--- src/rtl/pkt_capture_sched.sv ---
// Packet capture scheduler: walks ADC lane/half slots and frames them into
// fixed-length packets, in single-shot or continuous mode with an idle gap.
//
// Ports:
//   pktctrl_clk, pktctrl_rst      clock, synchronous active-high reset
//   rf_capture_mode               0 = single packet, 1 = continuous
//   rf_capture_start              level; rising edge requests a capture
//   rf_capture_again              pulse; re-arms from DONE
//   rf_96path_en                  1 = 24 lanes, 0 = lanes 0..11
//   rf_pkt_data_length            00=64, 01=128, 10=256, 11=512 words
//   rf_pkt_idle_length            idle cycles between packets
//   DATA_RD_EN                    downstream consumes one word per cycle
//   lane_sel, half_sel            current slot (registered)
//   sched_valid/sop/eop           word framing (combinational from state)
//   sched_busy, sched_done        SEND/GAP, DONE
//   pkt_cnt                       completed packets
//
// Build option: define PKT_SCHED_PKT_CNT_EN to implement the packet counter;
// otherwise pkt_cnt is tied to zero.
module pkt_capture_sched #(
  parameter int unsigned PKT_CNT_W = 16
) (
  input  logic                 pktctrl_clk,
  input  logic                 pktctrl_rst,
  input  logic                 rf_capture_mode,
  input  logic                 rf_capture_start,
  input  logic                 rf_capture_again,
  input  logic                 rf_96path_en,
  input  logic [1:0]           rf_pkt_data_length,
  input  logic [15:0]          rf_pkt_idle_length,
  input  logic                 DATA_RD_EN,
  output logic [4:0]           lane_sel,
  output logic                 half_sel,
  output logic                 sched_valid,
  output logic                 sched_sop,
  output logic                 sched_eop,
  output logic                 sched_busy,
  output logic                 sched_done,
  output logic [PKT_CNT_W-1:0] pkt_cnt
);

  localparam int unsigned LANE_W = 5;
  localparam int unsigned WCNT_W = 9;
  localparam int unsigned IDLE_W = 16;

  typedef enum logic [1:0] {ST_IDLE, ST_SEND, ST_GAP, ST_DONE} state_t;

  state_t              state, state_nxt;
  logic                load;
  logic                start_q;
  logic                start_block_q;
  logic                start_rise;
  logic                path96_q;
  logic [1:0]          len_q;
  logic [IDLE_W-1:0]   idle_q;
  logic [WCNT_W-1:0]   word_cnt;
  logic [WCNT_W-1:0]   word_last;
  logic [IDLE_W-1:0]   gap_cnt;
  logic [LANE_W-1:0]   lane_max;

  // A start level held through reset is blocked until it has been seen low.
  assign start_rise = rf_capture_start & ~start_q & ~start_block_q;

  assign sched_valid = (state == ST_SEND) && DATA_RD_EN;
  assign sched_sop   = sched_valid && (word_cnt == '0);
  assign sched_eop   = sched_valid && (word_cnt == word_last);
  assign sched_busy  = (state == ST_SEND) || (state == ST_GAP);
  assign sched_done  = (state == ST_DONE);

  assign lane_max = path96_q ? LANE_W'(23) : LANE_W'(11);

  // Last word index of a packet from the latched length code.
  always_comb begin
    word_last = WCNT_W'(63);
    case (len_q)
      2'b00:   word_last = WCNT_W'(63);
      2'b01:   word_last = WCNT_W'(127);
      2'b10:   word_last = WCNT_W'(255);
      default: word_last = WCNT_W'(511);
    endcase
  end

  // State register.
  always_ff @(posedge pktctrl_clk) begin
    if (pktctrl_rst) state <= ST_IDLE;
    else             state <= state_nxt;
  end

  // Next-state logic; load marks a fresh capture (latch config, reset slot).
  always_comb begin
    state_nxt = state;
    load      = 1'b0;
    case (state)
      ST_IDLE: begin
        if (start_rise) begin
          state_nxt = ST_SEND;
          load      = 1'b1;
        end
      end
      ST_SEND: begin
        if (sched_eop) begin
          if (!rf_capture_mode || !rf_capture_start) state_nxt = ST_DONE;
          else if (idle_q != '0)                     state_nxt = ST_GAP;
          else                                       state_nxt = ST_SEND;
        end
      end
      ST_GAP: begin
        if (gap_cnt == idle_q - IDLE_W'(1))
          state_nxt = rf_capture_start ? ST_SEND : ST_DONE;
      end
      ST_DONE: begin
        if (rf_capture_again) begin
          state_nxt = ST_SEND;
          load      = 1'b1;
        end else if (!rf_capture_start) begin
          state_nxt = ST_IDLE;
        end
      end
      default: state_nxt = ST_IDLE;
    endcase
  end

  // Start edge detect, config latch, slot walk, word and gap counters.
  always_ff @(posedge pktctrl_clk) begin
    if (pktctrl_rst) begin
      start_q       <= 1'b0;
      start_block_q <= rf_capture_start;
      path96_q      <= 1'b0;
      len_q         <= 2'b00;
      idle_q        <= '0;
      lane_sel      <= '0;
      half_sel      <= 1'b0;
      word_cnt      <= '0;
      gap_cnt       <= '0;
    end else begin
      start_q <= rf_capture_start;
      if (!rf_capture_start) start_block_q <= 1'b0;

      if (load) begin
        path96_q <= rf_96path_en;
        len_q    <= rf_pkt_data_length;
        idle_q   <= rf_pkt_idle_length;
        lane_sel <= '0;
        half_sel <= 1'b0;
        word_cnt <= '0;
      end else if (sched_valid) begin
        half_sel <= ~half_sel;
        if (half_sel)
          lane_sel <= (lane_sel == lane_max) ? '0 : lane_sel + LANE_W'(1);
        word_cnt <= sched_eop ? '0 : word_cnt + WCNT_W'(1);
      end

      gap_cnt <= (state == ST_GAP) ? gap_cnt + IDLE_W'(1) : '0;
    end
  end

`ifdef PKT_SCHED_PKT_CNT_EN
  logic [PKT_CNT_W-1:0] pkt_cnt_q;

  // Completed-packet counter, wraps naturally.
  always_ff @(posedge pktctrl_clk) begin
    if (pktctrl_rst)    pkt_cnt_q <= '0;
    else if (sched_eop) pkt_cnt_q <= pkt_cnt_q + PKT_CNT_W'(1);
  end

  assign pkt_cnt = pkt_cnt_q;
`else
  assign pkt_cnt = '0;
`endif

endmodule

--- config.mk ---
export PLATFORM = sky130hd
export DESIGN_NAME = pkt_capture_sched
export DESIGN_NICKNAME = d
export VERILOG_FILES = /design/src/rtl/pkt_capture_sched.sv
export SDC_FILE = /design/constraint.sdc
export NUM_CORES = 1
export LEC_CHECK = 0
export BUFFER_PORTS_ARGS = -buffer_cell sky130_fd_sc_hd__buf_2
export CORE_AREA = 2 2 81 83
export DETAILED_ROUTE_END_ITERATION = 10
export DIE_AREA = 0 0 83 85
export GPL_TIMING_DRIVEN = 1
export PLACE_DENSITY = 0.69
export SLEW_MARGIN = 5
export SYNTH_ARGS = -nofsm -noshare
export SYNTH_HDL_FRONTEND = slang
export SYNTH_SLANG_ARGS = --single-unit
--- constraint.sdc ---
create_clock -name pktctrl_clk -period 5.3 [get_ports pktctrl_clk]
set_input_delay 1.06 -clock pktctrl_clk [delete_from_list [all_inputs] [get_ports pktctrl_clk]]
set_output_delay 1.06 -clock pktctrl_clk [all_outputs]
set_load 0.05 [all_outputs]
==> results.json, run 1 <==
{
  "drt_wl_total_mm": 5.594,
  "rsz0062_at_grt": "false",
  "min_path_cells": 2,
  "worstHoldStart": "lane_sel[1]",
  "cts_tree": "done",
  "numCtsBuffers": 5,
  "coreArea_um2": 6205,
  "seq_area_frac_synth": 0.3676,
  "hold_end": "lane_sel[1]",
  "rr_worst_depth": 9,
  "viasPerCell": 5.081,
  "clk_latency_ns": 0.30,
  "synth_edf_count": 1,
  "wl_per_cell_um": 12.29,
  "ys.warnings.count": 0,
  "drcViolationCount": 0,
  "vdd_drop_max_uv": 214.4,
  "postSynth.asyncResetShare": 0,
  "gp_congestion": 0.8633,
  "cp.arrival_ns": 2.51,
  "layout.nets": 413,
  "netlist_area_um2": 2968,
  "avgSynthCellArea_um2": 8.553,
  "drive_gt1_frac": 0.1349,
  "worst_r2r_endpoint": "state[0]",
  "relSlewSlack": 0.5509,
  "num_antenna_cells": 0,
  "dieArea_um2": 7055,
  "die_y_um": 85,
  "crit_required_ns": 4.24,
  "total_power_mw": 1.124,
  "clock_path_buffers": 2,
  "p_per_area_nw_per_um2": 345.1,
  "hp-class": "flop to flop",
  "dr.first_iter.drc_count": 58,
  "slew_violations": 0,
  "fin_setup_tns_ns": 0,
  "cp-end-kind": "primary output",
  "post-route-min-period_ns": 3.572,
  "ctsHoldBuffers": 0,
  "critPathLaunchType": "primary input",
  "synth-seq-cells": 54,
  "hold_violations": 0,
  "first_global_vias": 2149,
  "r2r_slack_ns": 2.23,
  "grt_start_max_net_pins": 29,
  "fmax_mhz": 279.9,
  "cts.htree.levels": 2,
  "groute.usage.overall": 0.1614,
  "crit_type": "primary input to primary output",
  "grt_pass1_wl_mm": 9.384,
  "finalSetupViolCount": 0,
  "maxCapViolCount": 0,
  "power_leakage_nw": 1.305,
  "ios": 52,
  "skew_ns": 0.005884,
  "drtPass1Iterations": 4,
  "num_rows": 29,
  "ys.flop_type": "dfxtp_1",
  "timing.rr.start": "idle_q[0]",
  "status": "finished, final reports clean",
  "gr-total-overflow": 0,
  "crit_fanout": 8,
  "clk_pin_slew_ns": 0.09,
  "port_buffers": 35,
  "synthCells": 347,
  "cts_sinks": 54,
  "clockRootBuffer": "clkbuf_8",
  "detailed_place_hpwl_mm": 4.314,
  "initial_core_util": 0.4783,
  "antenna_found_initial": 0,
  "area_growth_pct": 9.781,
  "post-route-period-util": 0.6740,
  "die_w_um": 83,
  "routed-via-count": 2312,
  "ys_types": 46,
  "ant_nets": 0,
  "postCtsSetupRepairBufs": 0,
  "worst_pin_slew_ns": 0.6737,
  "ctsResizeCount": 0
}
-- cell usage after synthesis (2+ instances only) --
library cell | count | area, um^2
inv_1 | 12 | 45.04
o21ai_0 | 7 | 35.03
and4_1 | 2 | 17.52
nor4b_1 | 3 | 26.28
xnor2_1 | 24 | 210.2
buf_4 | 16 | 120.1
nand4_1 | 10 | 62.56
nand2_1 | 21 | 78.83
or3_1 | 2 | 12.51
nor4_1 | 2 | 12.51
nand2b_1 | 3 | 18.77
clkbuf_1 | 9 | 33.78
and3_1 | 8 | 50.05
nand3_1 | 11 | 55.05
ha_1 | 10 | 125.1
mux2i_1 | 21 | 210.2
a21oi_1 | 10 | 50.05
nor3_1 | 8 | 40.04
a31oi_1 | 3 | 18.77
nor2_1 | 61 | 229.0
o211ai_1 | 2 | 15.01
mux2_1 | 2 | 22.52
dfxtp_1 | 53 | 1061
nor2b_1 | 2 | 12.51
xor2_1 | 23 | 201.4
buf_1 | 2 | 7.510
-- where the power goes --
part	internal, mW	switching [mW]
Combinational	0.154	0.223
Clock	0.151	0.126
Sequential	0.435	0.0356
-- layout by cell type (no fill, tap or decap), types with 2 or more instances in the layout --
master     n
nand4_1   10
mux2i_1   21
a21oi_1    9
clkbuf_8   6
inv_1     12
nor2_1    61
or3_1      2
o211ai_1   2
nand2_1   21
nor4b_1    3
and3_1     8
ha_1      10
dfxtp_1   53
conb_1    16
a31oi_1    3
nor3_1     8
nand3_1   11
and4_1     2
xor2_1    23
xnor2_1   24
nor4_1     2
o21ai_0    7
nor2b_1    2
mux2_1     2
nand2b_1   3
buf_2     35
-- through the flow --
step                      std cells  setup slack (ns)    util  area (um^2)  hold slack (ns)
final                           455             1.728  0.5251         3258           0.4899
after global routing            455             1.587  0.5251         3258           0.5208
after CTS                       455             1.735  0.5251         3258           0.4907
after detailed placement        448             1.737  0.5070         3146           0.4755
after global placement          448             1.792  0.5070         3146           0.4674
after floorplan                 362             1.515       -         3024           0.4373
-- area by class of cell --
class / instances / area (um^2)
tap: 77 / 96.34
multi-input combinational: 268 / 1727
timing repair buffer: 36 / 182.7
inverter: 13 / 48.80
clock buffer: 6 / 82.58
sequential: 54 / 1091
clock inverter: 1 / 30.03
fill: 570 / 2947
-- metal layers --
metal | wire [um] | vias to the layer above | GRT usage
met4 | 76 | 0 | 0.06855
met5 | 0 | - | 0
li1 | - | 1199 | -
met3 | 178 | 6 | 0.03307
met1 | 2538 | 1071 | 0.1889
met2 | 2802 | 36 | 0.2874
-- worst max-delay path, cell delays in order --
cell	delay, ns
buf_2	0.09
nand2_1	0.10
inv_2	0.14
and3_1	0.19
nand4_1	0.16
a21oi_1	0.42
buf_2	0.35
-- flip-flops by register name, summed over array words and instances, names as in the netlist --
| signal | count |
|---|---|
| len_q | 2 |
| word_cnt | 9 |
| start_block_q | 1 |
| state | 2 |
| start_q | 1 |
| lane_sel | 5 |
| half_sel | 1 |
| idle_q | 16 |
| gap_cnt | 16 |
| path96_q | 1 |
-- how the worst max path moves through the flow --
stage | cells after the start | slack [ns] | startpoint | endpoint
after floorplan | 8 | 1.52 | DATA_RD_EN | state[0]
after CTS | 7 | 1.74 | DATA_RD_EN | sched_eop
after global routing | 7 | 1.59 | DATA_RD_EN | sched_eop
after global placement | 7 | 1.79 | DATA_RD_EN | sched_eop
after detailed placement | 7 | 1.74 | DATA_RD_EN | sched_eop
final | 7 | 1.73 | DATA_RD_EN | sched_eop
-- cell families after synthesis --
kind of cell,Yosys count,share of synthesized area
and+or+nand+nor,143,0.2382
buffers and inverters,40,0.07083
xor gates and xnor gates,47,0.1387
muxes,24,0.08221
adders and majority gates,10,0.04216
other,1,0.001264
DFF,54,0.3676
AOI/OAI and AO/OA,28,0.05902
Note: power is estimated with default switching activity, not from simulation.
==> run 2: changes to the inputs <==
==> constraint.sdc (replaced) <==
create_clock -name pktctrl_clk -period 3.7 [get_ports pktctrl_clk]
set_input_delay 0.74 -clock pktctrl_clk [delete_from_list [all_inputs] [get_ports pktctrl_clk]]
set_output_delay 0.74 -clock pktctrl_clk [all_outputs]
set_load 0.05 [all_outputs]
==> run 2 against run 1 <==
Routed wire length grew 5.3%. Largest cell class unchanged. Critical path type is now flop to primary output. Via count grew 2.4%. Clock-buffer cell count shrank 1. Register-to-register slack lost 1.5 ns. Clock power grew 41%. Clock skew shrank 0.0032 ns. Highest routed layer unchanged. Cell count grew 0.44%. Sequential share of layout area is essentially flat. Final area grew 0.12%.
==> results.json, run 2 (same netlist as run 1, synthesis figures left out) <==
{
  "cts.htree.levels": 2,
  "mostFrequentLayoutCell": "nor2_1",
  "routed-via-count": 2368,
  "maxCapViolCount": 0,
  "initial_core_util": 0.4783,
  "p_per_area_nw_per_um2": 494.7,
  "power_leakage_nw": 1.311,
  "detailed_place_hpwl_mm": 4.526,
  "crit_fanout": 8,
  "ant_nets": 0,
  "layout.nets": 414,
  "num_rows": 29,
  "grt_pass1_wl_mm": 9.942,
  "fmax_mhz": 315.0,
  "skew_ns": 0.002636,
  "die_w_um": 83,
  "wl_per_cell_um": 12.89,
  "hp-class": "flop to flop",
  "ctsHoldBuffers": 0,
  "crit_type": "flop to primary output",
  "drt_wl_total_mm": 5.889,
  "die_y_um": 85,
  "finalSetupViolCount": 0,
  "utilization": 0.5257,
  "cts_tree": "done",
  "cp-end-kind": "primary output",
  "numCtsBuffers": 5,
  "postCtsSetupRepairBufs": 0,
  "status": "finished, final reports clean",
  "clk_pin_slew_ns": 0.09,
  "mostFrequentLayoutCells": "nor2_1, dfxtp_1, buf_2",
  "top_usage_layer": "met2",
  "vdd_drop_max_uv": 223.0,
  "met3_usage": 0.03307,
  "gp_congestion": 0.8820,
  "hold_violations": 0,
  "dpl_cell_area_um2": 3153,
  "dr.first_iter.drc_count": 130,
  "fin_setup_tns_ns": 0,
  "fin_area_um2": 3262,
  "viasPerCell": 5.182,
  "ios": 52,
  "worst_pin_slew_ns": 0.7881,
  "dp_worst_setup_slack_ns": 0.7101,
  "slew_violations": 0,
  "crit_required_ns": 2.96,
  "drcViolationCount": 0,
  "hold_ws_ns": 0.4979,
  "rsz0062_at_grt": "false",
  "dieArea_um2": 7055,
  "coreArea_um2": 6205,
  "cp.arrival_ns": 2.43,
  "top_regs": "gap_cnt: 16 flops, idle_q: 16 flops, word_cnt: 9 flops",
  "critPathLaunchType": "flop",
  "postLayoutSetupSlackWorst_ns": 0.5250,
  "use_met1": 0.2021,
  "post-route-min-period_ns": 3.175,
  "drtPass1Iterations": 4,
  "post-route-period-util": 0.8581,
  "port_buffers": 35,
  "first_global_vias": 2255,
  "drive_gt1_frac": 0.1395,
  "ctsResizeCount": 0,
  "clk_latency_ns": 0.31,
  "r2r_slack_ns": 0.69,
  "clock_path_buffers": 2,
  "relSlewSlack": 0.4697,
  "clockRootBuffer": "clkbuf_8",
  "area_growth_pct": 9.907,
  "grt_util_met2": 0.3167,
  "antenna_found_initial": 0,
  "gr-total-overflow": 0,
  "grt_start_max_net_pins": 29,
  "cts_sinks": 54,
  "num_antenna_cells": 0,
  "groute.usage.overall": 0.1733
}
run 2: changes by cell type in the layout (fill, tap and decap cells not counted), sizes merged:
cell	delta
buf	+1
clkbuf	-1
clkinv	+2
run 2: worst paths after layout:
check / endpoint / depth (start not counted) / from
hold / removal: gap_cnt[0] / 1 / gap_cnt[0]
setup / recovery: sched_eop / 8 / state[1]
setup reg to reg: state[0] / 9 / idle_q[0]
hold reg to reg: gap_cnt[0] / 1 / gap_cnt[0]
run 2: power breakdown:
part / internal (mW) / switching [mW] / total, mW
Clock: 0.199 / 0.190 / 0.390
Combinational: 0.223 / 0.327 / 0.550
Sequential: 0.623 / 0.0508 / 0.674
run 2: cell type report:
type	instances	area, um^2
flip-flops and latches	54	1091
clock buffers	5	68.82
clock inverters	3	40.04
fillers	605	2943
inverters	13	48.80
multi-input cells	268	1727
well taps	77	96.34
repair buffers	37	190.2
run 2: critical path: stages (launching register included):
cell,delay (ns)
dfxtp_1,0.34
inv_1,0.12
ha_1,0.25
nand2_1,0.14
inv_2,0.15
and3_1,0.19
nand4_1,0.16
a21oi_1,0.43
buf_2,0.35
run 2: metal layers:
metal,share of wire,vias up
li1,-,1202
met1,0.44,1120
met2,0.51,42
met3,0.034,4
met4,0.012,0
met5,0,-
run 2: per-stage QoR:
step                instances  power (mW)
finish                    457       1.614
global route              457       1.717
CTS                       457       1.625
detailed placement        449       1.235
global placement          449       1.223
floorplan                 362       1.135
==> run 3: changes to the inputs <==
--- a/config.mk
+++ b/config.mk
@@ -9,7 +9,7 @@
 export CORE_AREA = 2 2 81 83
 export DETAILED_ROUTE_END_ITERATION = 10
 export DIE_AREA = 0 0 83 85
-export GPL_TIMING_DRIVEN = 1
+export GPL_TIMING_DRIVEN = 0
 export PLACE_DENSITY = 0.69
 export SLEW_MARGIN = 5
 export SYNTH_ARGS = -nofsm -noshare
==> run 3 against run 2 <==
Setup slack got worse by 0.066 ns. Sequential power barely moved. Via count rose by 0.59%. Worst hold slack got worse by 0.00072 ns. Total power fell by 2.3%. Highest routed layer unchanged. Clock skew rose by 0.0054 ns. Non-clock buffer count rose by 24. Utilization rose by 2.0 points. Clock-buffer cell count did not move.
==> results.json, run 3 (same netlist as run 1, synthesis figures left out) <==
{
  "area_growth_pct": 14.04,
  "rsz0062_at_grt": "false",
  "crit_start": "state[1]",
  "status": "finished, final reports clean",
  "p_comb_frac": 0.356,
  "dieArea_um2": 7055,
  "layout.cells.non_filler": 481,
  "total_power_mw": 1.576,
  "die_w_um": 83,
  "cp.arrival_ns": 2.50,
  "p_per_area_nw_per_um2": 465.6,
  "pwr-share-clk": 0.216,
  "fin_area_um2": 3385,
  "worst_pin_slew_ns": 0.7376,
  "clk_latency_ns": 0.31,
  "initial_core_util": 0.4783,
  "fin_setup_tns_ns": 0,
  "fmax_mhz": 308.5,
  "cp.buffers_inverters": 3,
  "r2r_slack_ns": 0.60,
  "ctsResizeCount": 0,
  "clk_pin_slew_ns": 0.10,
  "routed-via-count": 2382,
  "power.internal_uw": 991.2,
  "nFillCells": 595,
  "coreArea_um2": 6205,
  "hold_violations": 0,
  "crit_fanout": 8,
  "crit_type": "flop to primary output",
  "clockRootBuffer": "clkbuf_8",
  "grt_pass1_wl_mm": 9.949,
  "worstHoldStart": "gap_cnt[0]",
  "first_global_vias": 2196,
  "grt_start_max_net_pins": 19,
  "timing.rr.start": "idle_q[0]",
  "min_path_cells": 1,
  "finalSetupViolCount": 0,
  "critical-path-top-delay-family": "buffers and inverters",
  "gp_congestion": 0.8160,
  "cp-end-kind": "primary output",
  "p_seq_frac": 0.428,
  "numCtsBuffers": 5,
  "crit_required_ns": 2.96,
  "post-route-period-util": 0.8760,
  "mostFrequentLayoutCells": "nor2_1, dfxtp_1, buf_2",
  "postLayoutSetupSlackWorst_ns": 0.4590,
  "utilization": 0.5455,
  "layout.nets": 438,
  "switchingPower_uw": 584.6,
  "detailed_place_hpwl_mm": 4.518,
  "vdd_drop_max_uv": 211.5,
  "hp-class": "flop to flop",
  "drtPass1Iterations": 4,
  "wl_per_cell_um": 12.09,
  "critPathMaxStageDelay_ns": 0.46,
  "ant_nets": 0,
  "rr_worst_depth": 9,
  "seq_area_um2": 1091,
  "gr-total-overflow": 0,
  "dp_worst_setup_slack_ns": 0.6341,
  "port_buffers": 34,
  "critPathLaunchType": "flop",
  "post-route-min-period_ns": 3.241,
  "drive_gt1_frac": 0.1609,
  "cts_tree": "done",
  "maxCapViolCount": 0,
  "cts_sinks": 54,
  "multi_input_area_um2": 1723,
  "slew_violations": 0,
  "drt_wl_total_mm": 5.817,
  "cp_slowest_cell": "a21oi_1",
  "antenna_found_initial": 0,
  "groute.usage.overall": 0.1696,
  "clock_path_buffers": 2,
  "swShare": 0.3710,
  "num_rows": 29,
  "viasPerCell": 4.952,
  "mostFrequentLayoutCell": "nor2_1",
  "dpl_cell_area_um2": 3291,
  "relSlewSlack": 0.5083,
  "worst_r2r_endpoint": "state[1]",
  "worstPathCellList": "inv_1 > ha_1 > nand2_1 > inv_2 > and3_1 > nand4_1 > a21oi_1 > buf_2",
  "hold_ws_ns": 0.4972,
  "top_regs": "gap_cnt: 16 flops, idle_q: 16 flops, word_cnt: 9 flops",
  "dr.first_iter.drc_count": 71,
  "cts.htree.levels": 2,
  "num_antenna_cells": 0,
  "ctsHoldBuffers": 0,
  "ios": 52,
  "drcViolationCount": 0,
  "postCtsSetupRepairBufs": 0,
  "hold_end": "gap_cnt[0]",
  "skew_ns": 0.007988,
  "die_y_um": 85,
  "power_leakage_nw": 1.384,
  "dp_cells": 473
}
-- run 3: cell types whose count changed in the layout (fill, tap and decap cells not counted), sizes merged --
cell and delta:
inv +1, clkbuf +9, bufinv -1, clkinv -1, buf +15, clkinvlp +1
-- run 3: power groups by stage --
stage                     registers [mW]  logic, mW  clock network [mW]
after floorplan                    0.683      0.452                   0
after detailed placement           0.688      0.558                   0
after CTS                          0.675      0.563               0.352
final                              0.675      0.560               0.341
after global placement             0.686      0.548                   0
after global routing               0.683      0.620               0.373
-- run 3: how the worst max path moves through the flow --
| stage | end | slack (ns) | cells after the start |
|---|---|---|---|
| after floorplan | state[0] | 0.24 | 8 |
| after global placement | state[0] | 0.68 | 9 |
| after detailed placement | state[1] | 0.63 | 9 |
| after CTS | sched_eop | 0.46 | 8 |
| after global routing | sched_eop | 0.21 | 8 |
| final | sched_eop | 0.46 | 8 |
-- run 3: layout make-up --
type / count / share of cell area
Sequential cell: 54 / 0.3224
Tap cell: 77 / 0.02847
Buffer: 27 / 0.04769
Timing Repair Buffer: 34 / 0.05028
Multi-Input combinational cell: 268 / 0.5091
Clock buffer: 5 / 0.02033
Clock inverter: 3 / 0.007394
Inverter: 13 / 0.01442
-- run 3: routing by layer --
layer  track usage  vias up  routed length [um]
li1              -     1255                   -
met1        0.2069     1083                2702
met2        0.2947       37                2837
met3       0.04183        7                 198
met4       0.05514        0                  78
met5             0        -                   0
